**config.mk**
```make
export PLATFORM = sky130hd
export DESIGN_NAME = instr_fetch_queue
export DESIGN_NICKNAME = d
export VERILOG_FILES = /design/src/rtl/instr_fetch_queue.sv
export SDC_FILE = /design/constraint.sdc
export NUM_CORES = 1
export LEC_CHECK = 0
export ABC_AREA = 0
export BUFFER_PORTS_ARGS = -buffer_cell sky130_fd_sc_hd__buf_2
export CAP_MARGIN = 40
export CORE_UTILIZATION = 30
export DETAILED_ROUTE_END_ITERATION = 8
export PLACE_DENSITY = 0.46
export SYNTH_ARGS = -nofsm -noshare
export SYNTH_HDL_FRONTEND = slang
export SYNTH_SLANG_ARGS = --single-unit
```
**constraint.sdc**
```tcl
create_clock -name clk -period 5.4 [get_ports clk]
set_input_delay 0.27 -clock clk [delete_from_list [all_inputs] [get_ports clk]]
set_output_delay 0.27 -clock clk [all_outputs]
set_load 0.005 [all_outputs]
```
**src/rtl/instr_fetch_queue.sv**
```systemverilog
// rtl/instr_fetch_queue.sv - credit-based instruction prefetch queue with redirect flush
module instr_fetch_queue #(
    parameter int          DEPTH    = 4,
    parameter logic [31:0] RESET_PC = 32'h0000_0000
) (
    input  logic        clk,
    input  logic        rst_n,
    output logic        imem_req_valid,
    output logic [31:0] imem_req_addr,
    input  logic        imem_req_ready,
    input  logic        imem_rsp_valid,
    input  logic [31:0] imem_rsp_data,
    input  logic        redirect_valid,
    input  logic [31:0] redirect_pc,
    output logic        out_valid,
    output logic [31:0] out_instr,
    output logic [31:0] out_pc,
    input  logic        out_ready
);
    localparam int AW = $clog2(DEPTH);
    localparam int CW = AW + 1;
    localparam logic [CW:0] DEPTH_L = (CW+1)'(DEPTH);

    logic [31:0]   instr_q [DEPTH];
    logic [31:0]   pc_q    [DEPTH];
    logic [AW-1:0] head_q, tail_q;
    logic [CW-1:0] count_q, inflight_q, discard_q;
    logic [CW-1:0] inflight_d, live;
    logic [CW:0]   demand;
    logic [31:0]   fetch_pc_q, rsp_pc_q, redirect_aligned;
    logic          req_fire, rsp_take, push, pop;

    // Slots already promised to outstanding (non-discarded) responses count as occupied.
    assign live             = inflight_q - discard_q;
    assign demand           = {1'b0, count_q} + {1'b0, live};
    assign imem_req_valid   = rst_n && !redirect_valid && (demand < DEPTH_L);
    assign imem_req_addr    = fetch_pc_q;
    assign redirect_aligned = redirect_pc & 32'hFFFF_FFFC;

    assign req_fire = imem_req_valid && imem_req_ready;
    // Responses with nothing outstanding belong to requests abandoned by reset.
    assign rsp_take = imem_rsp_valid && (inflight_q != '0);
    assign push     = rsp_take && (discard_q == '0) && !redirect_valid;

    assign out_valid = (count_q != '0) && !redirect_valid;
    assign out_instr = instr_q[head_q];
    assign out_pc    = pc_q[head_q];
    assign pop       = out_valid && out_ready;

    assign inflight_d = inflight_q + CW'(req_fire) - CW'(rsp_take);

    always_ff @(posedge clk or negedge rst_n) begin
        if (!rst_n) begin
            head_q     <= '0;
            tail_q     <= '0;
            count_q    <= '0;
            inflight_q <= '0;
            discard_q  <= '0;
            fetch_pc_q <= RESET_PC;
            rsp_pc_q   <= RESET_PC;
            for (int i = 0; i < DEPTH; i++) begin
                instr_q[i] <= '0;
                pc_q[i]    <= '0;
            end
        end else begin
            inflight_q <= inflight_d;
            if (redirect_valid) begin
                head_q     <= '0;
                tail_q     <= '0;
                count_q    <= '0;
                fetch_pc_q <= redirect_aligned;
                rsp_pc_q   <= redirect_aligned;
                discard_q  <= inflight_d;
            end else begin
                if (req_fire)
                    fetch_pc_q <= fetch_pc_q + 32'd4;
                if (rsp_take && (discard_q != '0))
                    discard_q <= discard_q - CW'(1);
                if (push) begin
                    instr_q[tail_q] <= imem_rsp_data;
                    pc_q[tail_q]    <= rsp_pc_q;
                    tail_q          <= tail_q + AW'(1);
                    rsp_pc_q        <= rsp_pc_q + 32'd4;
                end
                if (pop)
                    head_q <= head_q + AW'(1);
                count_q <= count_q + CW'(push) - CW'(pop);
            end
        end
    end

    a_no_push_full: assert property (@(posedge clk) disable iff (!rst_n)
        !(push && ({1'b0, count_q} == DEPTH_L)));
endmodule

```
Yosys cells after proc, flatten, opt, wreduce, memory -nomap -nowiden. Index checks and enable logic that the tools add are counted.

$add $sub $neg: 11. $mul: 0. Div/mod/pow operators: 0. Magnitude comparators: 4. Eq/ne operators: 0. Shift operators: 0. Multiplexer cells: 21. Bitwise operators: 3. Reductions and logical operators: 20.

Operator list (number): $mux W32 (9); $bwmux W128 (2); $bmux W32 S2 (2); $add A32 B3 Y32 const B (2); $demux W32 S2 (1); $logic_and A1 B1 Y1 (10); $mux W3 (3); $reduce_bool A3 Y1 (3); $mux W2 (4); $reduce_bool A2 Y1 (4); $add A3 B1 Y3 (2); $ge A3 B3 Y1 const B (2); $not A2 Y3 (2); $sub A3 B1 Y3 (2); $add A2 B1 Y2 const B (2); $add A3 B3 Y4 (1); $lt A4 B3 Y1 const B (1); $logic_not A3 Y1 (1); $lt A3 B1 Y1 const B (1); $sub A3 B1 Y3 const B (1); $sub A3 B3 Y3 (1); $reduce_and A2 Y1 (1); $logic_not A1 Y1 (1); $not A1 Y1 (1).

Register bits: 333. Latch bits: 0. Memory bits (writable): 0. Bits in read-only memories: 0. Bits of input ports: 70. Output and inout bits: 98. Logic and storage cells: 74. Memories kept: 0.

Longest topological paths before layout. Gate-level depths: netlist of the first run.

Depth after elaboration: 8. Mapped depth: 20. Gate-level depth less buffers: 18.

Worst setup path before layout of the first run. OpenSTA, ideal clock, no wires.

Path type: register to register. Start point: register inflight_q[0]. End point: register discard_q[2]. Library setup time: 135 ps. Arrival time: 3509 ps. Required time: 5265 ps. Slack: 1757 ps. Stages on the path, launching flop included: 21. Path buffers: 2. Period minus slack after synthesis: 3643 ps. Cells stage by stage: dfrtp_1 > inv_1 > ha_1 > inv_1 > fa_1 > xor2_1 > xnor2_1 > ha_1 > nor4_2 > and4b_1 > buf_4 > inv_1 > clkbuf_1 > ha_1 > inv_1 > ha_1 > fa_1 > xnor2_1 > xnor2_1 > nand2_1 > o21ai_0.

Longest elaborated chain between the ends: 8. Elaborated cells between the ends (all ways): 12. Classes of those cells: add/sub (4); order compare (1); mux (1); reduce/logical (6).

RTL lines: start: declaration (line 27) `logic [CW-1:0] count_q, inflight_q, discard_q;`; start signal: assignment (line 66) `inflight_q <= inflight_d;`; $sub A3 B3 Y3 (line 34) `assign live = inflight_q - discard_q;`; $add A3 B3 Y4 (line 35) `assign demand = {1'b0, count_q} + {1'b0, live};`; $lt A4 B3 Y1 (line 36) `assign imem_req_valid = rst_n && !redirect_valid && (demand < DEPTH_L);`; $logic_and A1 B1 Y1 (line 36); $logic_and A1 B1 Y1 (line 40) `assign req_fire = imem_req_valid && imem_req_ready;`; $add A3 B1 Y3 (line 50) `assign inflight_d = inflight_q + CW'(req_fire) - CW'(rsp_take);`; $sub A3 B1 Y3 * (line 50); via inflight_d[2] (line 28) `logic [CW-1:0] inflight_d, live;`; $mux W3 * (line 67) `if (redirect_valid) begin`; end signal: assignment (line 73) `discard_q <= inflight_d;`; end signal: assignment (line 78) `discard_q <= discard_q - CW'(1);`; end: declaration (line 27).

The timed path passes the listed nets; every way through them passes the cells marked *. A chain may end at the register's enable or synchronous reset.

Worst setup path in the final report of the first run. Ends and elaborated chain as after synthesis.

==> reports/metrics.csv, run 1 <==
stage,metric,value,unit
hold_path,hold_path_depth,3,
detailed_routing,drt-met1-wl,18140,um
critical_path,reg2reg_depth,18,
floorplan,core_area,49150,um2
synth,ys_ff_latch,321,
critical_path,end_kind,flip-flop,
grt,grt_usage,0.1523,
hold_path,hold_start,redirect_pc[6],
clock_network,numCtsBuffers,40,
clock_network,cts_tree,yes,
floorplan,dieArea,50900,um2
floorplan,die_w,225.6,um
cells_and_area,final_common_cell,dfrtp_1,
sta,finalWorstPathRequiredPeriod,3.990,ns
sta,setup_viol,0,
placement,gp_congestion,0.7973,
cells_and_area,multi_input_area,6549,um2
cells_and_area,finalNonFillerCells,1984,
detailed_routing,wl_met3,1678,um
power,leakage,8.342,nW
synth,synth_edf_count,0,
sta,slew_headroom,0.4130,
sta,drv_slew,0,
synth,async_flop_share,1.000,
job,cap_violations,0,
clock_network,clock_latency,0.55,ns
detailed_routing,drtIter0Drc,373,
detailed_routing,routed-via-count,9577,
power,p_per_area,439.8,nW/um2
critical_path,r2r_end,discard_q[2],
sta,period_share,0.7389,
critical_path,r2r_start,inflight_q[0],
synth,ys.flop_type,dfrtp_1,
detailed_routing,vias_per_cell,4.827,
critical_path,rrSetupSlack,1.41,ns
placement,placement.io_buffers,161,
grt,grt_pass1_vias,9992,
hold_path,hold_path_class,input port to flip-flop,
detailed_routing,routed-wl-met2,16990,um
sta,fmax,250.6,MHz
synth,syn_area,15000,um2
detailed_routing,wl_per_cell,18.97,um
synth,avgSynthCellArea,13.89,um2
sta,rsz0062_at_grt,no,
sta,tns,0,ns
synth,synthCells,1080,
cells_and_area,drive_gt1_frac,0.4371,
cells_and_area,layout_common_cells,"319 x dfrtp_1, 254 x mux2_2, 160 x buf_2",
placement,place_ws,1.390,ns
status,status,finished clean,
cells_and_area,post-route-util,0.3759,
placement,dp.cells,1852,
critical_path,cp.arrival,4.40,ns
critical_path,required,5.81,ns
floorplan,initial_core_util,0.3052,
cells_and_area,seq_area,8040,um2
floorplan,pin_count,168,
sta,hold_viol,0,
cells_and_area,nNetsFinal,1380,
detailed_routing,finalWirelength,37630,um
clock_network,root_buffer,clkbuf_16,
clock_network,cts_buffer_depth,3,
power,ir_drop,0.1983,mV
synth,ys_warn_count,0,
critical_path,startpoint_type,flip-flop,
sta,finClkSkew,0.01728,ns
clock_network,cts.clk_slew.worst_paths,0.06,ns
grt,grt_first_pass_wirelength,59570,um
cells_and_area,diodes,0,
clock_network,cts_sinks,321,
critical_path,path_max_fanout,22,
detailed_routing,highest_layer,met4,
sta,worstMarginPinSlew,0.8732,ns
grt,antenna_found_initial,0,
detailed_routing,postRouteAntennaNets,0,
detailed_routing,drc,0,
power,power.total,0.008126,W
critical_path,critPathKind,flip-flop to flip-flop,
synth,ys_seq_area_frac,0.5355,
synth,yosysUniqueCellTypes,53,
cells_and_area,areaGrowthSynthToFinish,23.18,%
floorplan,rows,81,
grt,grt-ovfl-total,0,
clock_network,htreeDepth,2,
hold_path,min_to,rsp_pc_q[6],
sta,timing.final.ws_setup,1.410,ns
cells_and_area,n_fill_cell,4761,
placement,hpwl,23820,um
floorplan,die_h,225.6,um
detailed_routing,first_pass_iters,4,
grt,grt_start_max_net_pins,134,
sequential cells by signal (all words and copies together) (netlist names):
signal         flops
head_q             2
instr_q          128
count_q            3
inflight_q         3
pc_q             120
imem_req_addr     30
tail_q             2
discard_q          3
rsp_pc_q          30
per-layer routing:
layer  vias to the layer above  GRT usage
li1                       4389          -
met1                      4925     0.2164
met2                       210     0.2344
met3                        53    0.02693
met4                         0    0.04937
met5                         -          0
power breakdown:
| group | total (W) | switching [W] | leakage (nW) | internal [W] |
|---|---|---|---|---|
| logic | 0.00213 | 0.000902 | 3.46 | 0.00123 |
| clock network | 0.00268 | 0.00103 | 0.670 | 0.00165 |
| registers | 0.00332 | 0.000404 | 4.22 | 0.00291 |
Yosys cell counts, drive strengths merged (8+ instances only):
| library cell | n | area (um2) |
|---|---|---|
| and3 | 11 | 70.07 |
| a21oi | 8 | 40.04 |
| nor2 | 30 | 112.6 |
| clkbuf | 28 | 126.4 |
| nand3 | 34 | 182.7 |
| inv | 19 | 71.32 |
| and2 | 9 | 56.31 |
| xnor2 | 21 | 183.9 |
| buf | 44 | 231.5 |
| ha | 15 | 187.7 |
| nor4 | 10 | 102.6 |
| o211ai | 11 | 82.58 |
| nand4 | 25 | 171.4 |
| o311ai | 10 | 87.58 |
| xor2 | 19 | 166.4 |
| dfrtp | 321 | 8033 |
| mux2 | 254 | 2860 |
| o21ai | 38 | 190.2 |
| nand2 | 61 | 229.0 |
| mux4 | 62 | 1396 |
logic make-up after synthesis:
logic type               Yosys count  share of synthesized area
multiplexers                     321                     0.2871
flip-flops                       321                     0.5355
buffers and inverters             92                    0.02936
XOR/XNOR                          40                    0.02336
other                              1                  0.0002500
adder cells (fa/ha/maj)           18                    0.01652
AO/OA/AOI/OAI                     77                    0.03170
AND/OR/NAND/NOR                  210                    0.07624
worst max-delay path, cell delays in order, from the launching register on:
cell	delay [ns]
dfrtp_1	0.40
inv_1	0.06
ha_1	0.13
inv_1	0.05
fa_1	0.38
xor2_1	0.16
xnor2_1	0.13
ha_1	0.28
nor4_2	0.18
and4b_1	0.28
inv_1	0.35
ha_1	0.43
inv_1	0.04
ha_1	0.18
fa_1	0.37
xnor2_1	0.14
xnor2_1	0.14
nand2_1	0.07
o21ai_0	0.08
through the flow:
stage | hold WS [ns] | cell area (um2)
final | 0.05274 | 18480
after global routing | 0.05556 | 18480
after CTS | 0.02155 | 18480
after detailed placement | 0.2914 | 16510
after global placement | 0.2901 | 16410
after floorplan | -0.02559 | 15010
repair_timing:
item,in CTS,in global routing
hold buffers,62,0
hold endpoints to repair,249,0
setup buffers,0,0
resized for setup,0,0
worst max-delay path by stage:
stage / startpoint / to / cells past startpoint
global placement: inflight_q[0] / discard_q[2] / 18
CTS: inflight_q[0] / discard_q[2] / 18
global route: inflight_q[0] / discard_q[2] / 18
floorplan: inflight_q[0] / discard_q[2] / 20
finish: inflight_q[0] / discard_q[2] / 18
detailed placement: inflight_q[0] / discard_q[2] / 18
area by class of cell:
class / instances / share of cell area
sequential: 321 / 0.4351
clock inverter: 5 / 0.002167
clock buffer: 65 / 0.07076
tap: 664 / 0.04496
inverter: 19 / 0.003860
timing repair buffer: 240 / 0.08871
multi-input combinational: 670 / 0.3544
No activity file was read; power rests on OpenSTA's default activity.
==> run 2, diff against run 1 <==
ABC_AREA = 1   (was 0)
clock period = 4 ns   (was 5.4 ns; I/O delays follow)
==> run 2 against run 1 <==
Sequential share of layout area down 0.85 points; register-to-register slack worse by 0.87 ns; critical path type unchanged; sequential power increased by 36%; total power increased by 45%; first-iteration DRC count rose to 2.5 times the previous value; clock power grew 31%; final cell count up 42%; largest power group unchanged; highest routed layer unchanged; global-route usage rose by 2.4 points; fmax rose by 15%.
==> reports/metrics.csv, run 2 <==
stage,metric,value,unit,change
status,status,finished clean,,
power,leakage,9.004,nW,+7.9%
power,ir_drop,0.2660,mV,+34%
sta,hold_viol,0,,unchanged
synth,synth_edf_count,0,,unchanged
detailed_routing,vias_per_cell,4.827,,about the same
clock_network,root_buffer,clkbuf_16,,
detailed_routing,first_pass_iters,5,,+1
sta,slew_headroom,0.4140,,+0.001011
cells_and_area,final_common_cell,nand2_1,,
detailed_routing,drc,0,,unchanged
synth,synthCells,1945,,+80%
placement,dp.cells,2699,,+46%
synth,async_flop_share,1.000,,unchanged
critical_path,r2r_start,inflight_q[0],,
cells_and_area,drive_gt1_frac,0.1253,,-0.3118
detailed_routing,drtIter0Drc,941,,+150%
sta,period_share,0.8657,,+0.1267
critical_path,end_kind,flip-flop,,
floorplan,die_w,230.7,um,+2.3%
cells_and_area,largest_reg_flops,128,,unchanged
hold_path,hold_path_depth,5,,+2
synth,syn_area,15690,um2,+4.6%
power,power_switching,0.004249,W,+82%
grt,grt-ovfl-total,0,,unchanged
clock_network,cts.clk_slew.worst_paths,0.06,ns,about the same
floorplan,pin_count,168,,unchanged
critical_path,reg2reg_depth,19,,+1
synth,yosysTopAreaCellShare,0.5119,,-0.02357
power,netSwitchingFraction,0.3601,,+0.07251
synth,synth_largest_area_cell,dfrtp_1,,
cells_and_area,finalNonFillerCells,2826,,+42%
cells_and_area,areaGrowthSynthToFinish,20.08,%,
synth,synthTopCellsByArea,"dfrtp_1 51%, o21ai_0 12%, nand2_1 12%, nor2_1 5.0%, inv_1 3.1%",,
hold_path,min_to,rsp_pc_q[22],,
synth,yosysUniqueCellTypes,39,,-26%
sta,fmax,288.8,MHz,+15%
cells_and_area,stdcell_area,18840,um2,+2.0%
power,seqPwrFrac,0.383,,-0.025
synth,ys.flop_type,dfrtp_1,,
sta,setup_viol,0,,unchanged
cells_and_area,nNetsFinal,2208,,+60%
placement,place_area,16990,um2,+2.9%
sta,rsz0062_at_grt,no,,
power,p_comb_frac,0.320,,+0.058
clock_network,cts_resized,0,,unchanged
floorplan,rows,83,,+2.5%
placement,placement.io_buffers,161,,unchanged
clock_network,cts_sinks,321,,unchanged
cells_and_area,diodes,0,,unchanged
sta,hold_ws,0.04332,ns,-0.009418 ns
sta,finClkSkew,0.01780,ns,+0.0005183 ns
detailed_routing,finalWirelength,46360,um,+23%
job,cap_violations,0,,unchanged
synth,ys_seq_area_frac,0.5119,,-0.02357
floorplan,initial_core_util,0.3046,,-0.0005503
power,p_int,0.007550,W,+30%
cells_and_area,top_register,instr_q,,
synth,ys_ff_latch,321,,unchanged
power,power_frac_clock,0.297,,-0.033
synth,avgSynthCellArea,8.068,um2,-42%
synth,ys_top_cells_by_count,"482 x nand2_1, 366 x o21ai_0, 321 x dfrtp_1, 211 x nor2_1, 131 x inv_1",,
critical_path,critPathKind,flip-flop to flip-flop,,
hold_path,hold_start,redirect_pc[22],,
detailed_routing,routed-via-count,13640,,+42%
grt,grt_start_max_net_pins,126,,-6.0%
detailed_routing,postRouteAntennaNets,0,,unchanged
detailed_routing,wl_per_cell,16.40,um,-14%
clock_network,cts_tree,yes,,
sta,finalWorstPathRequiredPeriod,3.463,ns,-0.5276 ns
clock_network,cts_buffer_depth,3,,unchanged
sta,drv_slew,0,,unchanged
sta,worstMarginPinSlew,0.8789,ns,+0.005752 ns
cells_and_area,layout_common_cells,"482 x nand2_1, 366 x o21ai_0, 319 x dfrtp_1",,
power,p_per_area,626.2,nW/um2,+42%
grt,antenna_found_initial,0,,unchanged
clock_network,clock_latency,0.55,ns,about the same
placement,gp_congestion,0.8444,,+5.9%
synth,yosysMostFrequentCell,nand2_1,,
grt,grt_first_pass_wirelength,74330,um,+25%
grt,grt_pass1_vias,13250,,+33%
critical_path,required,4.43,ns,-1.38 ns
critical_path,path_max_fanout,3,,-86%
clock_network,numCtsBuffers,39,,-2.5%
synth,ys_warn_count,0,,unchanged
floorplan,die_h,230.7,um,+2.3%
critical_path,cp.arrival,3.89,ns,-0.51 ns
hold_path,hold_path_class,input port to flip-flop,,
cells_and_area,top_regs,"instr_q x128, pc_q x120",,
cells_and_area,post-route-util,0.3658,,-0.01013
grt,grt_usage,0.1760,,+0.02373
placement,hpwl,29410,um,+23%
sta,tns,0,ns,unchanged
critical_path,r2r_end,discard_q[2],,
critical_path,rrSetupSlack,0.54,ns,-0.87 ns
floorplan,core_area,51510,um2,+4.8%
floorplan,dieArea,53220,um2,+4.6%
clock_network,htreeDepth,2,,unchanged
critical_path,startpoint_type,flip-flop,,
==> run 2: cell types whose count changed after synthesis, moves of 62 or more <==
cell,change
nand2_1,+421
o21ai_0,+330
mux2_2,-254
o22ai_1,+62
nor2_1,+181
inv_1,+112
mux4_2,-62
==> run 2: final cells by class <==
type	instances	area (um2)
Multi-Input combinational cell	1378	6485
Fill cell	5450	32670
Sequential cell	321	8038
Clock buffer	58	1137
Inverter	135	508.0
Tap cell	680	850.8
Clock inverter	9	116.4
Timing Repair Buffer	245	1707
==> run 2: power groups by stage <==
stage | Combinational (W) | Clock (W) | Sequential, W
global placement | 0.00376 | 0 | 0.00456
CTS | 0.00387 | 0.00362 | 0.00452
floorplan | 0.00235 | 0 | 0.00440
detailed placement | 0.00382 | 0 | 0.00457
global route | 0.00433 | 0.00374 | 0.00463
finish | 0.00377 | 0.00350 | 0.00452
==> run 2: kinds of logic (layout without fill, tap and decap cells) <==
logic type	count (synthesis)	in the layout	share of synthesized area
AND/OR/NAND/NOR	809	809	0.2078
flip-flops	321	321	0.5119
AO/OA/AOI/OAI	531	531	0.1798
buffers and inverters	249	447	0.07551
adder cells (fa/ha/maj)	18	18	0.01579
XOR/XNOR	16	16	0.008930
other	1	4	0.0002390
==> run 2: how the worst max path moves through the flow <==
stage	start	to	slack, ns	cells after the start
detailed placement	inflight_q[0]	discard_q[2]	0.53	19
global placement	inflight_q[0]	discard_q[2]	0.51	19
floorplan	inflight_q[0]	discard_q[2]	0.62	19
global route	inflight_q[0]	discard_q[2]	0.24	19
finish	inflight_q[0]	discard_q[2]	0.54	19
CTS	inflight_q[0]	discard_q[2]	0.51	19
==> run 2: per-stage QoR <==
step           power [W]  worst slack [ns]
6_report         0.01180            0.5373
2_1_floorplan   0.006751            0.6217
3_3_place_gp    0.008317            0.5093
5_1_grt          0.01270            0.2396
3_5_place_dp    0.008382            0.5264
4_1_cts          0.01201            0.5119
==> run 2: worst max-delay path: stages, from the launching register on <==
cell,delay (ns)
dfrtp_1,0.40
inv_1,0.07
ha_1,0.14
inv_1,0.05
fa_1,0.37
xnor2_1,0.17
xor2_1,0.16
ha_1,0.24
nor2_1,0.08
nand2_1,0.07
nor2_2,0.10
nand2_2,0.07
ha_1,0.27
inv_1,0.04
ha_1,0.18
fa_1,0.38
xnor2_1,0.14
xor2_1,0.16
o211ai_1,0.17
nand2_1,0.07
==> run 2: routing by layer <==
| layer | routed length (um) | share of wire | track usage |
|---|---|---|---|
| met5 | 0 | 0 | 0 |
| met1 | 22690 | 0.49 | 0.2487 |
| met3 | 2070 | 0.045 | 0.03051 |
| met2 | 20810 | 0.45 | 0.2793 |
| met4 | 781 | 0.017 | 0.04118 |
==> run 2: what timing repair did <==
| action | CTS | global route |
|---|---|---|
| endpoints found under the hold margin | 232 | 0 |
| setup buffers | 0 | 0 |
| hold buffers | 60 | 0 |
